<file path="src/rtl/fetch_controller_pkg.sv">
// Shared processor package: fetch FSM state encoding, datapath widths and
// the default halt opcode used by the fetch stage.
package fetch_controller_pkg;

  localparam int unsigned WORD_W = 16;  // instruction word width
  localparam int unsigned ADDR_W = 16;  // instruction address width
  localparam int unsigned CNT_W  = 16;  // delivered-instruction counter width

  localparam logic [3:0] DEFAULT_HALT_OPCODE = 4'hF;

  typedef enum logic [1:0] {
    ST_IDLE,
    ST_FETCH,
    ST_HALTED
  } fetch_state_t;

  // Major opcode lives in the top nibble of the instruction word.
  function automatic logic [3:0] opcode_of(input logic [WORD_W-1:0] w);
    return w[WORD_W-1 -: 4];
  endfunction

endpackage

</file>
<file path="src/rtl/fetch_controller.sv">
// Instruction fetch stage driving a synchronous instruction memory.
// Ports:
//   clk, rst_n          - clock, asynchronous active-low reset
//   start               - (re)start fetching from RESET_PC
//   stall               - decode-stage hazard hold
//   redirect, redirect_target - taken branch/jump and its destination
//   imem_addr/imem_rdata - memory address out, data back one cycle later
//   instr_out, pc_out, instr_valid - instruction presented to decode
//   halted              - fetch stopped on a HALT_OPCODE instruction
//   instr_count         - instructions delivered since last start (saturating)
module fetch_controller
  import fetch_controller_pkg::*;
#(
  parameter logic [ADDR_W-1:0] RESET_PC    = 16'h0000,
  parameter logic [3:0]        HALT_OPCODE = DEFAULT_HALT_OPCODE
) (
  input  logic              clk,
  input  logic              rst_n,
  input  logic              start,
  input  logic              stall,
  input  logic              redirect,
  input  logic [ADDR_W-1:0] redirect_target,
  output logic [ADDR_W-1:0] imem_addr,
  input  logic [WORD_W-1:0] imem_rdata,
  output logic [WORD_W-1:0] instr_out,
  output logic [ADDR_W-1:0] pc_out,
  output logic              instr_valid,
  output logic              halted,
  output logic [CNT_W-1:0]  instr_count
);

  fetch_state_t      state, state_next;
  logic [ADDR_W-1:0] fetch_pc;
  logic [ADDR_W-1:0] issued_pc;
  logic              issue_v;   // a memory read for issued_pc is in flight
  logic              advance;   // pipeline moves this cycle
  logic              halt_cap;  // in-flight word is a halt and is captured now

  always_comb begin
    advance  = (state == ST_FETCH) && !start && !redirect && !stall;
    halt_cap = advance && issue_v && (opcode_of(imem_rdata) == HALT_OPCODE);
  end

  // State register
  always_ff @(posedge clk or negedge rst_n) begin
    if (!rst_n) state <= ST_IDLE;
    else        state <= state_next;
  end

  // Next-state logic
  always_comb begin
    state_next = state;
    if (start)         state_next = ST_FETCH;
    else if (halt_cap) state_next = ST_HALTED;
  end

  // Outputs decoded from state / fetch pointer
  always_comb begin
    halted    = (state == ST_HALTED);
    imem_addr = fetch_pc;
  end

  // Fetch datapath
  always_ff @(posedge clk or negedge rst_n) begin
    if (!rst_n) begin
      fetch_pc    <= RESET_PC;
      issued_pc   <= '0;
      issue_v     <= 1'b0;
      instr_out   <= '0;
      pc_out      <= '0;
      instr_valid <= 1'b0;
      instr_count <= '0;
    end else if (start) begin
      fetch_pc    <= RESET_PC;
      issue_v     <= 1'b0;
      instr_valid <= 1'b0;
      instr_count <= '0;
    end else begin
      case (state)
        ST_FETCH: begin
          if (redirect) begin
            fetch_pc    <= redirect_target;
            issue_v     <= 1'b0;
            instr_valid <= 1'b0;
          end else if (stall) begin
            // Data returning during a stall is dropped; rewind so the same
            // address is read again once the stall releases.
            if (issue_v) begin
              fetch_pc <= issued_pc;
              issue_v  <= 1'b0;
            end
          end else begin
            instr_valid <= issue_v;
            if (issue_v) begin
              instr_out <= imem_rdata;
              pc_out    <= issued_pc;
              if (instr_count != '1) instr_count <= instr_count + 16'd1;
            end
            // On halt capture the fetch pointer freezes and nothing new issues.
            if (halt_cap) begin
              issue_v <= 1'b0;
            end else begin
              issued_pc <= fetch_pc;
              fetch_pc  <= fetch_pc + 16'd1;
              issue_v   <= 1'b1;
            end
          end
        end
        ST_HALTED: begin
          if (!stall) instr_valid <= 1'b0;
        end
        default: ;
      endcase
    end
  end

endmodule

</file>
<file path="config.mk">
export PLATFORM = sky130hd
export DESIGN_NAME = fetch_controller
export DESIGN_NICKNAME = d
export VERILOG_FILES = /design/src/rtl/fetch_controller_pkg.sv /design/src/rtl/fetch_controller.sv
export SDC_FILE = /design/constraint.sdc
export NUM_CORES = 1
export LEC_CHECK = 0
export BUFFER_PORTS_ARGS = -buffer_cell sky130_fd_sc_hd__buf_2
export CELL_PAD_IN_SITES_DETAIL_PLACEMENT = 1
export CELL_PAD_IN_SITES_GLOBAL_PLACEMENT = 1
export CORE_UTILIZATION = 39
export CTS_BUF_LIST = sky130_fd_sc_hd__clkbuf_4 sky130_fd_sc_hd__clkbuf_8
export CTS_CLUSTER_DIAMETER = 100
export DETAILED_ROUTE_END_ITERATION = 12
export GPL_ROUTABILITY_DRIVEN = 0
export PLACE_DENSITY = 0.91
export REMOVE_ABC_BUFFERS = 1
export SLEW_MARGIN = 5
export SYNTH_ARGS = -nofsm -noshare
export SYNTH_HDL_FRONTEND = slang
export SYNTH_SLANG_ARGS = --single-unit
</file>
<file path="constraint.sdc">
create_clock -name clk -period 1.6 [get_ports clk]
set_input_delay 0.16 -clock clk [delete_from_list [all_inputs] [get_ports clk]]
set_output_delay 0.16 -clock clk [all_outputs]
set_load 0.005 [all_outputs]
</file>
==> results by group <==
Clock network
  • CTS tree: built
  • TritonCTS Buffers: 9
  • Clock Pin Slew Worst Setup and Hold Paths: approximately 110 ps
  • Clk buf depth: 2
  • Root buffer cell: clkbuf_8
  • Clock sink count: 84
  • Clk_lat worst skew: roughly 400 ps
  • H-tree lvl count: 3

Logic synthesis
  • Top FF cell, synth: dfrtp_1
  • Seq/Total Area, Yosys: 51.0%
  • Synth top area share: between 50% and 60%
  • Yosys top cell by area: dfrtp_1
  • Mapped Cells: ~370
  • Synth warn: 0
  • Distinct cell type count after synthesis: slightly below 60
  • Mapped Area: around 4100 um2
  • Post-Syn Area per Cell: ~11 um2
  • Post-synth EDFFs: 0
  • Async SR Flop Fraction: 100%
  • #FFs+latches synth: 84
  • Ranking of synthesized cells by area: dfrtp_1 (51%), mux2_2 (11%), xnor2_1 (3.4%), mux2_4 (2.5%), nor2_1 (2.5%)

Global route
  • Vias in the first global route: 4468
  • Grt total ovfl: 0
  • First-pass GRT wire length: about 25000 um
  • Total global routing track utilization: 30.3%
  • Initial antenna violation count: 0
  • Largest net degree at the start of global routing: 55

Critical path
  • Critical path endpoint category: flip-flop
  • Worst-path fanout max: 5
  • Crit Path Category: reg -> reg
  • CP startpoint kind: flip-flop
  • Required time of the critical path: about 1900 ps
  • WP data arrival: 2250 ps

Layout
  • Sequential cell area: approximately 2100 um2
  • Multi-input logic area: between 2000 and 2500 um2
  • Fin area: 6410 um2
  • Diodes inserted: 0
  • Area Growth Syn to Fin: 55.4%
  • Layout cell share with drive strength beyond 1: roughly 60%
  • Fill count: 1132
  • Nets: 610

Die
  • Row cnt: 37
  • Initial Util: between 40 and 50%
  • Core area: between 10000 and 15000 um2
  • I/O pin count: 103
  • Die height: approximately 100 um
  • Die footprint: 11000 um2
  • Chip width: ~100 um

Status
  • Violated checks: negative hold slack, negative setup slack
  • Status: finished with violations

Timing
  • FMAX: just over 0.5 GHz
  • Worst rel slew slack: between 60% and 70%
  • Setup TNS: -16000 ps
  • Max Slew Vio Count: 0
  • Slew @ Worst Pin: around 550 ps
  • Worst setup margin: -373 ps
  • Setup-failing EPs final: slightly above 80
  • Final hold violations: 6
  • RSZ-0062 raised after global routing: yes
  • Min Tclk post-route: between 1500 and 2000 ps
  • Hold_ws: -11.6 ps
  • Worst Clk Skew: between 20 and 25 ps
  • Fin crit share: 123%

Route
  • Drt pass-1 iters: 5
  • Wl on met1: ~7400 um
  • Wire length per cell: 28.2 um
  • Post-route DRC: 0
  • DR WL met2: between 9000 and 10000 um
  • Max layer used: met4
  • Starting DRT DRC Count: approximately 350
  • Vias after detailed routing: between 4000 and 5000
  • Final ANT Viol Nets: 0
  • Met3 wire length: approximately 1600 um
  • Via/cell ratio: 6.18
  • Drt total wl: 20000 um

Place
  • Dpl ws: -184 ps
  • Area after DPL: roughly 5300 um2
  • # port buffers: 102
  • HPWL after DPL: 9370 um

Pwr
  • Power Total: approximately 0.0054 W
  • P per Cell Area: roughly 840 nW/um2
  • P_leak: roughly 3.1 nW
  • Maximum VDD drop: 0.789 mV

Hold path
  • Worst min-delay path class: in -> reg

Run
  • Max-cap violations: 0
[state kept, by name (all words and copies together) (netlist names)]
| signal | count |
|---|---|
| instr_count | 16 |
| imem_addr | 16 |
| instr_out | 16 |
| issued_pc | 16 |
| issue_v | 1 |
| instr_valid | 1 |
| pc_out | 16 |
| state | 2 |
[placed cells by master, fill, tap and decap left out, types with 5 or more instances in the layout]
cell,Yosys,layout
nor2_1,28,24
nand4_1,10,10
buf_2,7,101
dfrtp_1,84,82
buf_6,2,22
o31ai_1,6,6
nand2_2,1,5
inv_1,5,5
nor4_4,1,6
mux2_4,7,40
mux2_2,40,7
clkbuf_8,0,9
xnor2_1,16,14
nand3_1,11,11
buf_12,0,5
buf_4,2,78
a21oi_1,18,9
nand2_1,21,16
a21oi_2,0,6
o21ai_0,13,9
[layer usage]
metal | up-vias | GRT usage (%)
li1 | 1753 | -
met1 | 2196 | 35.3
met2 | 337 | 51.3
met3 | 117 | 6.05
met4 | 0 | 18.4
met5 | - | 0
[worst paths after layout]
kind                          startpoint  slack [ps]         endpoint  cells past startpoint
max in group asynchronous          rst_n         990         state[0]                      3
min in group asynchronous          rst_n         270  instr_count[10]                      3
setup / recovery            imem_addr[5]        -370    imem_addr[15]                      5
hold / removal             imem_rdata[9]         -10     instr_out[9]                      2
hold reg to reg             instr_out[7]         520     instr_out[7]                      1
setup reg to reg            imem_addr[5]        -370    imem_addr[15]                      5
[through the flow]
stage,util (%),std cells
CTS,57.6,692
finish,62.4,712
detailed placement,51.3,656
global placement,51.3,656
floorplan,-,348
global route,62.4,712
[cells in the mapped netlist (3+ instances only)]
| library cell | count |
|---|---|
| a21o_1 | 3 |
| a21oi_1 | 18 |
| a22oi_1 | 3 |
| and3_1 | 3 |
| and4_1 | 5 |
| buf_2 | 7 |
| clkbuf_1 | 10 |
| dfrtp_1 | 84 |
| inv_1 | 5 |
| mux2_2 | 40 |
| mux2_4 | 7 |
| nand2_1 | 21 |
| nand2b_1 | 3 |
| nand3_1 | 11 |
| nand4_1 | 10 |
| nor2_1 | 28 |
| nor3_1 | 10 |
| nor4_1 | 7 |
| nor4b_1 | 3 |
| o211ai_1 | 4 |
| o21ai_0 | 13 |
| o22a_1 | 4 |
| o31ai_1 | 6 |
| or3_1 | 3 |
| xnor2_1 | 16 |
| xor2_1 | 3 |
[logic make-up (layout without fill, tap and decap cells)]
kind of cell	Yosys count	count (layout)	synth area share, %
xor+xnor	19	19	4.04
flops	84	84	51.0
compound gates	69	69	11.2
mux	49	49	14.0
buf+inv	26	233	3.12
fa+ha+maj	2	2	0.607
simple gates	120	120	16.1
[what timing repair did]
item,4_1_cts,5_1_grt
hold buffers,1,0
endpoints found under the setup margin,74,81
resized for setup,66,86
endpoints found under the hold margin,84,0
pin swaps,21,26
cloned,2,4
buffers inserted,17,17
[critical path: stages, from the launching register on]
cell and delay, ps:
dfrtp_1 480, nand4_1 200, or3_4 410, nor2_1 230, o21ai_0 180, a221o_1 340
[report_power, final]
group,switching (W),internal [W],total [W]
clock,0.000969,0.000586,0.00156
sequential,0.000200,0.00237,0.00257
combinational,0.000579,0.000650,0.00123
total,0.00175,0.00361,0.00536
[final cells by class]
type / count / area share [%]
multi-input combinational: 259 / 37.3
sequential: 84 / 32.8
timing repair buffer: 212 / 24.1
tap: 136 / 2.66
clock buffer: 9 / 1.93
clock inverter: 7 / 0.898
inverter: 5 / 0.293
Note: power is estimated with default switching activity, not from simulation.
